$ cat src/rtl/alu_control_unit_if.sv
// Instruction handshake and ALU operand/result bus between an instruction
// source, the ALU control unit and the 32-bit ALU.
interface alu_control_unit_if;
  logic [31:0] instr;
  logic        instr_valid;
  logic        instr_ready;
  logic [5:0]  alu_op;
  logic [31:0] alu_a;
  logic [31:0] alu_b;
  logic [31:0] alu_result;
  logic        alu_carry;
  logic        alu_z;
  logic        alu_n;

  modport master (
    output instr, instr_valid, alu_result, alu_carry, alu_z, alu_n,
    input  instr_ready, alu_op, alu_a, alu_b
  );

  modport slave (
    input  instr, instr_valid, alu_result, alu_carry, alu_z, alu_n,
    output instr_ready, alu_op, alu_a, alu_b
  );
endinterface

$ cat src/rtl/alu_control_unit.sv
// Multi-cycle decode/execute/writeback controller in front of a 32-bit ALU,
// with an 8x32 register file (r0 hard-wired to zero).
module alu_control_unit (
  input  logic                   clk,
  input  logic                   rst,
  alu_control_unit_if.slave      bus,
  output logic                   done,
  output logic                   illegal,
  output logic                   flag_c,
  output logic                   flag_z,
  output logic                   flag_n,
  input  logic [2:0]             dbg_addr,
  output logic [31:0]            dbg_data
);

  typedef enum logic [1:0] {IDLE, DECODE, EXECUTE, WRITEBACK} state_t;

  localparam logic [5:0] OP_ADD = 6'b010000;
  localparam logic [5:0] OP_SUB = 6'b010001;

  function automatic logic is_legal(input logic [5:0] op);
    case (op)
      6'b010000, 6'b010001,
      6'b100000, 6'b100001, 6'b100010, 6'b100011,
      6'b110000, 6'b110001, 6'b110010: is_legal = 1'b1;
      default:                         is_legal = 1'b0;
    endcase
  endfunction

  state_t      state_r, next_s;
  logic [31:0] instr_r;
  logic [31:0] regs_r [8];
  logic [31:0] result_r;
  logic [5:0]  alu_op_r;
  logic [31:0] alu_a_r, alu_b_r;
  logic        done_r, illegal_r;
  logic        flag_c_r, flag_z_r, flag_n_r;
  logic        accept_s;
  logic [31:0] rs1_val_s, rs2_val_s, op_b_s;

  wire [5:0]  opcode = instr_r[31:26];
  wire [2:0]  rd     = instr_r[25:23];
  wire [2:0]  rs1    = instr_r[22:20];
  wire [2:0]  rs2    = instr_r[19:17];

  assign bus.instr_ready = (state_r == IDLE) & ~rst;
  assign accept_s        = bus.instr_valid & bus.instr_ready;

  assign bus.alu_op = alu_op_r;
  assign bus.alu_a  = alu_a_r;
  assign bus.alu_b  = alu_b_r;
  assign done       = done_r;
  assign illegal    = illegal_r;
  assign flag_c     = flag_c_r;
  assign flag_z     = flag_z_r;
  assign flag_n     = flag_n_r;
  assign dbg_data   = (dbg_addr == 3'd0) ? 32'd0 : regs_r[dbg_addr];

  // Operand fetch from the register file for the latched instruction
  always_comb begin
    rs1_val_s = (rs1 == 3'd0) ? 32'd0 : regs_r[rs1];
    rs2_val_s = (rs2 == 3'd0) ? 32'd0 : regs_r[rs2];
    if (instr_r[16]) begin
      op_b_s = {16'd0, instr_r[15:0]};
    end else begin
      op_b_s = rs2_val_s;
    end
  end

  // State register
  always_ff @(posedge clk or posedge rst) begin
    if (rst) begin
      state_r <= IDLE;
    end else begin
      state_r <= next_s;
    end
  end

  // Next-state logic
  always_comb begin
    next_s = state_r;
    case (state_r)
      IDLE: begin
        if (accept_s) begin
          next_s = DECODE;
        end else begin
          next_s = IDLE;
        end
      end
      DECODE: begin
        if (is_legal(opcode)) begin
          next_s = EXECUTE;
        end else begin
          next_s = IDLE;
        end
      end
      EXECUTE:   next_s = WRITEBACK;
      WRITEBACK: next_s = IDLE;
      default:   next_s = IDLE;
    endcase
  end

  // Instruction latch, ALU drive registers, result capture, flags and pulses
  always_ff @(posedge clk or posedge rst) begin
    if (rst) begin
      instr_r   <= 32'd0;
      alu_op_r  <= 6'd0;
      alu_a_r   <= 32'd0;
      alu_b_r   <= 32'd0;
      result_r  <= 32'd0;
      done_r    <= 1'b0;
      illegal_r <= 1'b0;
      flag_c_r  <= 1'b0;
      flag_z_r  <= 1'b0;
      flag_n_r  <= 1'b0;
    end else begin
      if (accept_s) begin
        instr_r <= bus.instr;
      end else begin
        instr_r <= instr_r;
      end
      // Legality is known from the incoming word, so the pulse lands in DECODE
      illegal_r <= accept_s & ~is_legal(bus.instr[31:26]);
      done_r    <= (state_r == EXECUTE);
      case (state_r)
        DECODE: begin
          if (is_legal(opcode)) begin
            alu_op_r <= opcode;
            alu_a_r  <= rs1_val_s;
            alu_b_r  <= op_b_s;
          end else begin
            alu_op_r <= 6'd0;
            alu_a_r  <= 32'd0;
            alu_b_r  <= 32'd0;
          end
        end
        EXECUTE: begin
          result_r <= bus.alu_result;
          flag_z_r <= bus.alu_z;
          flag_n_r <= bus.alu_n;
          if ((opcode == OP_ADD) || (opcode == OP_SUB)) begin
            flag_c_r <= bus.alu_carry;
          end else begin
            flag_c_r <= flag_c_r;
          end
          alu_op_r <= 6'd0;
          alu_a_r  <= 32'd0;
          alu_b_r  <= 32'd0;
        end
        default: begin
          alu_op_r <= 6'd0;
          alu_a_r  <= 32'd0;
          alu_b_r  <= 32'd0;
        end
      endcase
    end
  end

  // Register file writeback; r0 is never written
  always_ff @(posedge clk or posedge rst) begin
    if (rst) begin
      for (int i = 0; i < 8; i++) begin
        regs_r[i] <= 32'd0;
      end
    end else begin
      if ((state_r == WRITEBACK) && (rd != 3'd0)) begin
        regs_r[rd] <= result_r;
      end else begin
        regs_r[rd] <= regs_r[rd];
      end
    end
  end

endmodule
$ cat src/flat_wrapper.sv
// flat-port wrapper written by rule: the top's interface ports become plain ports
module alu_control_unit_flat 
  (clk, rst, done, illegal, flag_c, flag_z, flag_n, dbg_addr, dbg_data, bus_instr, bus_instr_valid, bus_alu_result, bus_alu_carry, bus_alu_z, bus_alu_n, bus_instr_ready, bus_alu_op, bus_alu_a, bus_alu_b);
  alu_control_unit_if bus_i ();
  input  logic clk;
  input  logic rst;
  output logic done;
  output logic illegal;
  output logic flag_c;
  output logic flag_z;
  output logic flag_n;
  input  logic [2:0] dbg_addr;
  output logic [31:0] dbg_data;
  input wire logic [$bits(bus_i.instr)-1:0] bus_instr;
  input wire logic [$bits(bus_i.instr_valid)-1:0] bus_instr_valid;
  input wire logic [$bits(bus_i.alu_result)-1:0] bus_alu_result;
  input wire logic [$bits(bus_i.alu_carry)-1:0] bus_alu_carry;
  input wire logic [$bits(bus_i.alu_z)-1:0] bus_alu_z;
  input wire logic [$bits(bus_i.alu_n)-1:0] bus_alu_n;
  output wire logic [$bits(bus_i.instr_ready)-1:0] bus_instr_ready;
  output wire logic [$bits(bus_i.alu_op)-1:0] bus_alu_op;
  output wire logic [$bits(bus_i.alu_a)-1:0] bus_alu_a;
  output wire logic [$bits(bus_i.alu_b)-1:0] bus_alu_b;
  assign bus_i.instr = bus_instr;
  assign bus_i.instr_valid = bus_instr_valid;
  assign bus_i.alu_result = bus_alu_result;
  assign bus_i.alu_carry = bus_alu_carry;
  assign bus_i.alu_z = bus_alu_z;
  assign bus_i.alu_n = bus_alu_n;
  assign bus_instr_ready = bus_i.instr_ready;
  assign bus_alu_op = bus_i.alu_op;
  assign bus_alu_a = bus_i.alu_a;
  assign bus_alu_b = bus_i.alu_b;
  alu_control_unit u_core (.clk(clk), .rst(rst), .bus(bus_i), .done(done), .illegal(illegal), .flag_c(flag_c), .flag_z(flag_z), .flag_n(flag_n), .dbg_addr(dbg_addr), .dbg_data(dbg_data));
endmodule
$ cat config.mk
export PLATFORM = sky130hd
export DESIGN_NAME = alu_control_unit_flat
export DESIGN_NICKNAME = d
export VERILOG_FILES = /design/src/rtl/alu_control_unit_if.sv /design/src/rtl/alu_control_unit.sv /design/src/flat_wrapper.sv
export SDC_FILE = /design/constraint.sdc
export NUM_CORES = 1
export LEC_CHECK = 0
export ABC_CLOCK_PERIOD_IN_PS = 32299
export CAP_MARGIN = 20
export CORE_MARGIN = 2
export CORE_UTILIZATION = 43
export CTS_CLUSTER_SIZE = 24
export DETAILED_ROUTE_END_ITERATION = 12
export HOLD_SLACK_MARGIN = 0.15
export SLEW_MARGIN = 20
export SYNTH_ARGS = -nofsm -noshare
export SYNTH_HDL_FRONTEND = slang
export SYNTH_SLANG_ARGS = --single-unit
$ cat constraint.sdc
create_clock -name clk -period 32.3 [get_ports clk]
set_input_delay 3.23 -clock clk [delete_from_list [all_inputs] [get_ports clk]]
set_output_delay 3.23 -clock clk [all_outputs]
set_load 0.02 [all_outputs]
==> results of run 1 <==
-- layout make-up --
type	count	share of cell area
antenna	1	0.00009853
clock buffer	61	0.04986
clock inverter	18	0.006602
inverter	9	0.001626
multi-input combinational	1164	0.4372
sequential	397	0.3923
tap	672	0.03311
timing repair buffer	207	0.07917
-- worst register-to-register path, stage by stage (launching register included) --
cell and delay, ns:
dfrtp_2 0.38, buf_4 0.38, nor3_1 0.38, or2_4 0.73, buf_4 0.72, mux2i_4 0.47
o21ai_0 0.15
-- logic make-up after synthesis --
| group | after synthesis | synth area share |
|---|---|---|
| multiplexers | 427 | 0.3423 |
| AND/OR/NAND/NOR | 406 | 0.07606 |
| flip-flops | 397 | 0.4547 |
| AO/OA/AOI/OAI | 329 | 0.08665 |
| buffers and inverters | 192 | 0.04009 |
| other | 1 | 0.0001716 |
-- worst max path at each step --
stage                startpoint            to
finish              dbg_addr[2]   dbg_data[2]
global route        dbg_addr[2]  dbg_data[19]
CTS                 dbg_addr[2]   dbg_data[2]
detailed placement  dbg_addr[2]   dbg_data[2]
global placement    dbg_addr[2]  dbg_data[14]
floorplan                   rst     async pin
-- per-layer routing --
| layer | global-route usage | vias to the layer above | share of wire |
|---|---|---|---|
| li1 | - | 6659 | - |
| met4 | 0.07468 | 0 | 0.026 |
| met3 | 0.05764 | 109 | 0.076 |
| met2 | 0.3834 | 631 | 0.46 |
| met5 | 0 | - | 0 |
| met1 | 0.3503 | 7802 | 0.44 |
-- synthesized netlist by cell type (all sizes together) (4+ instances only) --
| master | number | share of area |
|---|---|---|
| a2111oi | 5 | 0.0020 |
| a221o | 11 | 0.0050 |
| a221oi | 37 | 0.015 |
| and2 | 4 | 0.0011 |
| buf | 73 | 0.020 |
| clkbuf | 110 | 0.019 |
| dfrtp | 397 | 0.45 |
| inv | 8 | 0.0014 |
| mux2 | 134 | 0.069 |
| mux2i | 87 | 0.058 |
| mux4 | 206 | 0.22 |
| nand2 | 243 | 0.042 |
| nand3 | 13 | 0.0030 |
| nor2 | 107 | 0.018 |
| nor2b | 14 | 0.0040 |
| nor3 | 9 | 0.0021 |
| o21ai | 260 | 0.060 |
| o31ai | 8 | 0.0027 |
| or2 | 5 | 0.0014 |
-- metrics by stage --
stage	instance area [sq um]	utilization	cells	setup WS [ns]	hold slack, ns
final	25400	0.5062	2529	22.44	0.3991
after global routing	25390	0.5062	2528	22.42	0.4104
after CTS	25370	0.5057	2527	22.60	0.3982
after detailed placement	23940	0.4771	2448	22.61	0.3843
after global placement	23940	0.4771	2448	22.52	0.3799
after floorplan	21850	-	1753	18.03	0.4385
-- flip-flops by register name (all words and copies together) (netlist names), named ones only --
signal / count
u_core.flag_c: 1
u_core.bus.alu_a: 32
u_core.bus.alu_b: 32
u_core.done: 1
u_core.regs_r: 256
u_core.flag_n: 1
u_core.illegal: 1
u_core.bus.alu_op: 6
u_core.result_r: 32
u_core.state_r: 1
u_core.instr_r: 32
u_core.flag_z: 1
-- report_power, final --
group | total, uW | switching (uW) | internal [uW]
registers | 894 | 241 | 653
clock network | 505 | 208 | 297
logic | 908 | 469 | 438
==> results, run 1 <==
- The flow ran to the end, and the final reports show no timing, DRC or antenna violations.
- The number of failing hold endpoints at the final stage is 0.
- In this design, the largest share of critical-path delay is due to buffers and inverters.
- Setup repair after global routing left no endpoint under its margin.
- The library cell used most frequently in the layout, excluding fill and tap cells, is dfrtp_1.
- Clock tree synthesis found a total of 397 sinks.
- The worst path in the final design needs a cycle of roughly 10 ns, including I/O delays and setup.
- The endpoint identified for the worst register-to-register timing path is u_core.regs_r[179].
- STA classifies the critical path startpoint as an input pin.
- Headroom to the max-slew limit came out at 0.2372.
- Data on the critical path arrives at its endpoint at approximately 6.6 ns.
- After clock tree synthesis, the setup repair step added 0 buffers.
- The number of nets with antenna violations after detailed routing is 0.
- The clock reaches the later pin of the worst-skew pair after about 0.58 ns.
- The total track usage is 0.2482.
- The routed wire length per instance is ~26 microns.
- Of the cells placed in the final design, the portion with a size suffix greater than 1 is 0.2597.
- After clock tree synthesis, the clock-pin slew on the worst setup and hold paths is 0.06 ns.
- The longest clock path from root to sink contains 3 buffers.
- The area of combinational cells with multiple inputs is 11100 sq um.
- The register area is 9963 sq um.
- The number of antenna violations at the first check in global routing was 1.
- The library cell contributing the largest single delay on the critical path is a21oi_1.
- The first global-routing pass estimated about 99000 microns of wire.
- Counting both buffers and inverters, the worst setup path holds a total of 4.
- The worst setup path is captured at an output pin.
- Of the synthesized area, sequential elements account for 0.4547.
- Pin placement for this block handled 181 I/O pins.
- The residual overflow from global routing is 0.
- The final wirelength is 64540 microns.
- Across the VDD grid, the largest voltage drop is 0.05651 mV.
- By startpoint and endpoint, the worst setup path is classified as in -> out.
- For the worst setup path, the data required time is 29.07 ns.
- The number of filler cells placed in the layout is about 4300.
- The routability congestion estimate is 0.8257.
- Along the worst path, the maximum fanout reaches 47.
- The transition time of the tightest slew-check pin is 1.144 ns.
- The cell row count is a little over 80.
- Across the run, the number of max-cap violations was 0.
- The startpoint identified for the worst hold timing path is u_core.regs_r[239].
- In this run the critical register-to-register path is launched from u_core.instr_r[25].
- The period utilization is 0.3053.
- Leaving out fill and tap cells, the most frequent cells in the layout are dfrtp_1, nand2_1, o21ai_0.
- The clock root buffer is clkbuf_16.
- The floorplan die width is about 230 microns.
- The total of endpoints with negative setup slack in the final report is 0.
- The detailed-placement wirelength estimate is roughly 37000 microns.
- The leakage power total is 0.01035 uW.
- The routed layout has 15200 vias.
- The min-delay analysis places its worst path in the category reg -> reg.
- Dividing the detail-routed via count by the number of cells gives 6.011.
- The critical path runs through a total of 6 cells.
- The fraction of synthesis flops using an asynchronous set or reset pin is 1.000.
- After layout, the design draws a total of 2307 uW.
- After synthesis the cells add up to 21850 sq um.
- The core box area is approximately 50000 sq um.
- The synthesized netlist contains 43 unique library cells.
- For this run, the detailed router's first-pass iteration total came to 7.
- The number of global-route vias before repair is between 15000 and 20000.
- The die span in y is between 200 and 250 microns.
- The total of warnings raised by yosys is 0.
- The upper clock frequency limit is between 100 and 150 MHz.
- The post-layout net count is 1896.
- The flip-flop and latch count after synthesis is 397.
- The die area is 52630 sq um.
- The worst clock skew on the final layout is 0.01161 ns.
- The cts-stage hold buffer count is 0.
- Input and output buffers added on the ports amount to 180.
- The number of instances in the synthesized netlist is 1752.
- The power per standard cell area is a little over 90 nW/um^2.
- In this run, synthesis inferred 0 flip-flops with an integrated enable.
- The number of H-tree levels is 2.
- Walking the worst path, the cells encountered are buf_2, buf_4, inv_2, a21oi_1, a221oi_1, clkdlybuf4s50_1.
- The number of gates given a new drive strength after cts is 0.
- The TritonCTS clock tree is yes.
- The largest single stage delay on the critical path is 1.05 ns.
- The detailed router finished its first iteration with approximately 1400 violations.
- The most used flip-flop cell after synthesis is dfrtp_1.
- The initial utilization of the core area, before any placement, comes to 0.4355.
- A synthesized cell averages 12.47 sq um.
- The total negative setup slack is 0 ns.
- Counting instances, the worst hold path has a depth of 0.
- Entering global routing, the biggest net connects 108 pins.
- The hold-critical path endpoint is u_core.regs_r[239].
- The number of cells traversed by the worst register-to-register path is 6.
- The residual DRC count is 0.
- Relative to the synthesized area, the layout overhead comes to 16.25%.
- The worst setup slack for register-to-register paths is 28.95 ns.
- The number of clock buffers inserted by TritonCTS is 44.
- The final number of max-transition violations came to 0.
Note: power is estimated with default switching activity, not from simulation.
==> inputs of run 2 (changes only) <==
--- a/config.mk
+++ b/config.mk
@@ -5,7 +5,7 @@
 export SDC_FILE = /design/constraint.sdc
 export NUM_CORES = 1
 export LEC_CHECK = 0
-export ABC_CLOCK_PERIOD_IN_PS = 32299
+export ABC_CLOCK_PERIOD_IN_PS = 8500
 export CAP_MARGIN = 20
 export CORE_MARGIN = 2
 export CORE_UTILIZATION = 43
==> constraint.sdc (replaced) <==
create_clock -name clk -period 8.5 [get_ports clk]
set_input_delay 0.85 -clock clk [delete_from_list [all_inputs] [get_ports clk]]
set_output_delay 0.85 -clock clk [all_outputs]
set_load 0.02 [all_outputs]
==> run 2 against run 1 <==
  * Worst hold slack improved by 0.0012 ns
  * Setup slack got worse by 19 ns
  * Largest cell class unchanged
  * Sequential share of layout area down 0.19 points
  * Cell area grew 0.49%
  * Cell count about the same
  * Flip-flop and latch count stayed put
  * Largest power group unchanged
  * Highest routed layer unchanged
  * Critical path depth did not move
  * Die area unchanged
  * Non-clock buffer count down 4
  * Clock skew grew 0.010 ns
==> results, run 2 (synthesized netlist as in run 1, its figures left out) <==
- The peak per-stage delay on the critical path is 0.74 ns (was 1.05 ns).
- The fraction of final layout cells sized beyond drive strength 1 came to 0.2596 (was 0.2597).
- The combined buffer and inverter count along the critical path came to 3 (was 4).
- The TritonCTS clock tree is yes (unchanged).
- The number of H-tree levels is 2 (unchanged).
- The routed via count divided by cell count is 6.024 (was 6.011).
- The iteration-0 DRC count of the detailed router came to 1673 (was 1351).
- The post-place setup slack is 3.568 ns (was 22.61 ns).
- The post-layout instance area came to 25520 sq um (was 25400 sq um).
- The maximum number of pins on one net before global-route repair is 161 (was 108).
- The die area is 52630 sq um (unchanged).
- The post-layout minimum cycle time is 5.035 ns.
- The cell row count came to 82 (unchanged).
- The initial standard-cell utilization of the core is 0.4355 (unchanged).
- The clock root buffer is clkbuf_16 (unchanged).
- The transition time of the tightest slew-check pin is 1.143 ns (was 1.144 ns).
- The launch point of the worst hold path is u_core.regs_r[231] (was u_core.regs_r[239]).
- The detailed-placement wirelength estimate is 36990 microns (was 37180 microns).
- The number of nets with antenna violations after detailed routing is 0 (unchanged).
- The residual DRC count is 0 (unchanged).
- The reg-to-reg critical path startpoint was u_core.instr_r[24] (was u_core.instr_r[25]).
- The post-layout net count is 1893 (was 1896).
- The I/O pin count is 181 (unchanged).
- The endpoint of the worst register-to-register path is u_core.regs_r[172] (was u_core.regs_r[179]).
- The largest vdd supply drop is 0.2054 mV (was 0.05651 mV).
- The element type at the critical path start is an input pin (unchanged).
- The number of antenna violations at the first check in global routing is 2 (was 1).
- The number of detailed-routing iterations run before antenna repair is 5 (was 7).
- The cell depth of the worst setup path came to 6 (unchanged).
- The path class of the lowest-slack min-delay path is reg -> reg (unchanged).
- The number of failing hold endpoints at the final stage is 0 (unchanged).
- The class of the most critical setup path was in -> out (unchanged).
- The core box area came to 50170 sq um (unchanged).
- The number of clock buffers inserted by TritonCTS is 45 (was 44).
- The area growth from synthesis to final layout is 16.82% (was 16.25%).
- The capturing element type of the critical path is an output pin (unchanged).
- The hold-critical path endpoint is u_core.regs_r[231] (was u_core.regs_r[239]).
- The cell that appears most often on the critical path is buf_4.
- The most frequent standard cell in the layout excluding fill and tap cells is dfrtp_1 (unchanged).
- The number of cells traversed by the worst register-to-register path came to 6 (unchanged).
- The overall via count from detail_route is 15250 (was 15200).
- The die span in y is 229.4 microns (unchanged).
- The placed cell area is 23940 sq um (about the same).
- The floorplan die width is 229.4 microns (unchanged).
- The total track usage is 0.2441 (was 0.2482).
- The number of global-route vias before repair is 15430 (was 15500).
- The hold-critical path depth is 0 (unchanged).
- Run status: completed (unchanged).
- The required arrival time at the worst endpoint is 7.65 ns (was 29.07 ns).
- The final number of max-transition violations is 0 (unchanged).
- The top cell family by delay on the critical path is buffers and inverters (unchanged).
- The first-pass GRT wire length came to 96950 microns (was 98690 microns).
- Critical path cell sequence: buf_4, buf_4, or2_0, o21ai_0, a221oi_1, clkdlybuf4s50_1 (was buf_2, buf_4, inv_2, a21oi_1, a221oi_1, clkdlybuf4s50_1).
- The power per standard cell area was 349.5 nW/um^2 (was 90.82 nW/um^2).
- The final core utilization is 0.5087 (was 0.5062).
- The routability congestion estimate was 0.8473 (was 0.8257).
- The number of buffers on the longest clock path is 3 (unchanged).
- The leakage power total is 0.01038 uW (was 0.01035 uW).
- The number of buffers added on ports is 180 (unchanged).
- RSZ-0062 raised after global routing: no (unchanged).
- The flip-flop count of the largest register, all copies and words added is 256 (unchanged).
- The final wirelength came to 63440 microns (was 64540 microns).
- The cts-stage hold buffer count is 0 (unchanged).
- The routed wire length per instance came to 25.07 microns (was 25.52 microns).
- The clock edge transition at the registers on the reported setup and hold paths came to 0.06 ns (about the same).
- The clock latency on the worst-skew pair is 0.58 ns (about the same).
- The buffer count from post-CTS setup fixing came to 0 (unchanged).
- The library cell contributing the largest single delay on the critical path is clkdlybuf4s50_1 (was a21oi_1).
- The relative slew slack was 0.2348 (was 0.2372).
- The data arrival time of the critical path is 4.18 ns (was 6.63 ns).
- The residual overflow from global routing is 0 (unchanged).
- The number of clock sinks seen by CTS is 397 (unchanged).
- The number of gates given a new drive strength after cts was 0 (unchanged).
- The largest fanout of any net on the critical path is 38 (was 47).
- Commonest non-fill, non-tap cells in the layout: dfrtp_1, nand2_1, o21ai_0 (unchanged).
- Of the available clock period, the critical path in the final layout requires 0.5924.
- The worst setup slack for register-to-register paths came to 5.11 ns (was 28.95 ns).
- The count of maximum capacitance violations is 0 (unchanged).
- The upper clock frequency limit is between 150 and 200 MHz.
- The total negative setup slack is 0 ns (unchanged).
- The total of endpoints with negative setup slack in the final report came to 0 (unchanged).
- The worst path setup slack after routing is 3.465 ns (was 22.44 ns).
- The worst clock skew on the final layout came to 0.02169 ns (was 0.01161 ns).
- The register containing the most flip-flops in the final layout is u_core.regs_r (unchanged).
## run 2: cell types whose count changed in the layout (fill, tap and decap cells not counted), moves of 2 or more
cell / change
buf_4: -4
clkbuf_16: +2
clkinv_2: -6
clkinvlp_4: +5
bufinv_16: +3
## run 2: layout make-up
| cell class | instances | area, sq um |
|---|---|---|
| antenna | 2 | 5.005 |
| clock inverter | 21 | 275.3 |
| multi-input combinational | 1164 | 11100 |
| sequential | 397 | 9963 |
| fill | 4341 | 24650 |
| timing repair buffer | 203 | 1989 |
| inverter | 9 | 37.54 |
| clock buffer | 63 | 1306 |
| tap | 672 | 840.8 |
## run 2: how the worst max path moves through the flow
stage	from	slack, ns	endpoint
floorplan	rst	2.31	async pin
global placement	dbg_addr[1]	3.54	dbg_data[2]
detailed placement	dbg_addr[1]	3.57	dbg_data[2]
CTS	dbg_addr[1]	3.56	dbg_data[14]
global route	dbg_addr[1]	3.27	dbg_data[2]
finish	dbg_addr[1]	3.47	dbg_data[19]
## run 2: layer usage
layer	routed length, microns	vias up	global-route usage
met4	1982	0	0.08502
met1	27690	7798	0.3450
met5	0	-	0
met3	4373	135	0.04607
met2	29400	645	0.3792
li1	-	6668	-
## run 2: report_power, final
part / internal [uW] / switching [uW] / leakage, uW / total [uW]
sequential: 2480 / 873 / 0.00537 / 3360
clock: 1260 / 812 / 0.000766 / 2070
combinational: 1700 / 1800 / 0.00424 / 3490
total: 5440 / 3480 / 0.0104 / 8920
## run 2: through the flow
stage	std cells	total power (uW)	hold slack [ns]
global placement	2445	6766	0.3759
global route	2529	9400	0.4039
finish	2531	8919	0.4004
detailed placement	2445	6867	0.3847
CTS	2529	8956	0.3980
floorplan	1753	5692	0.4385
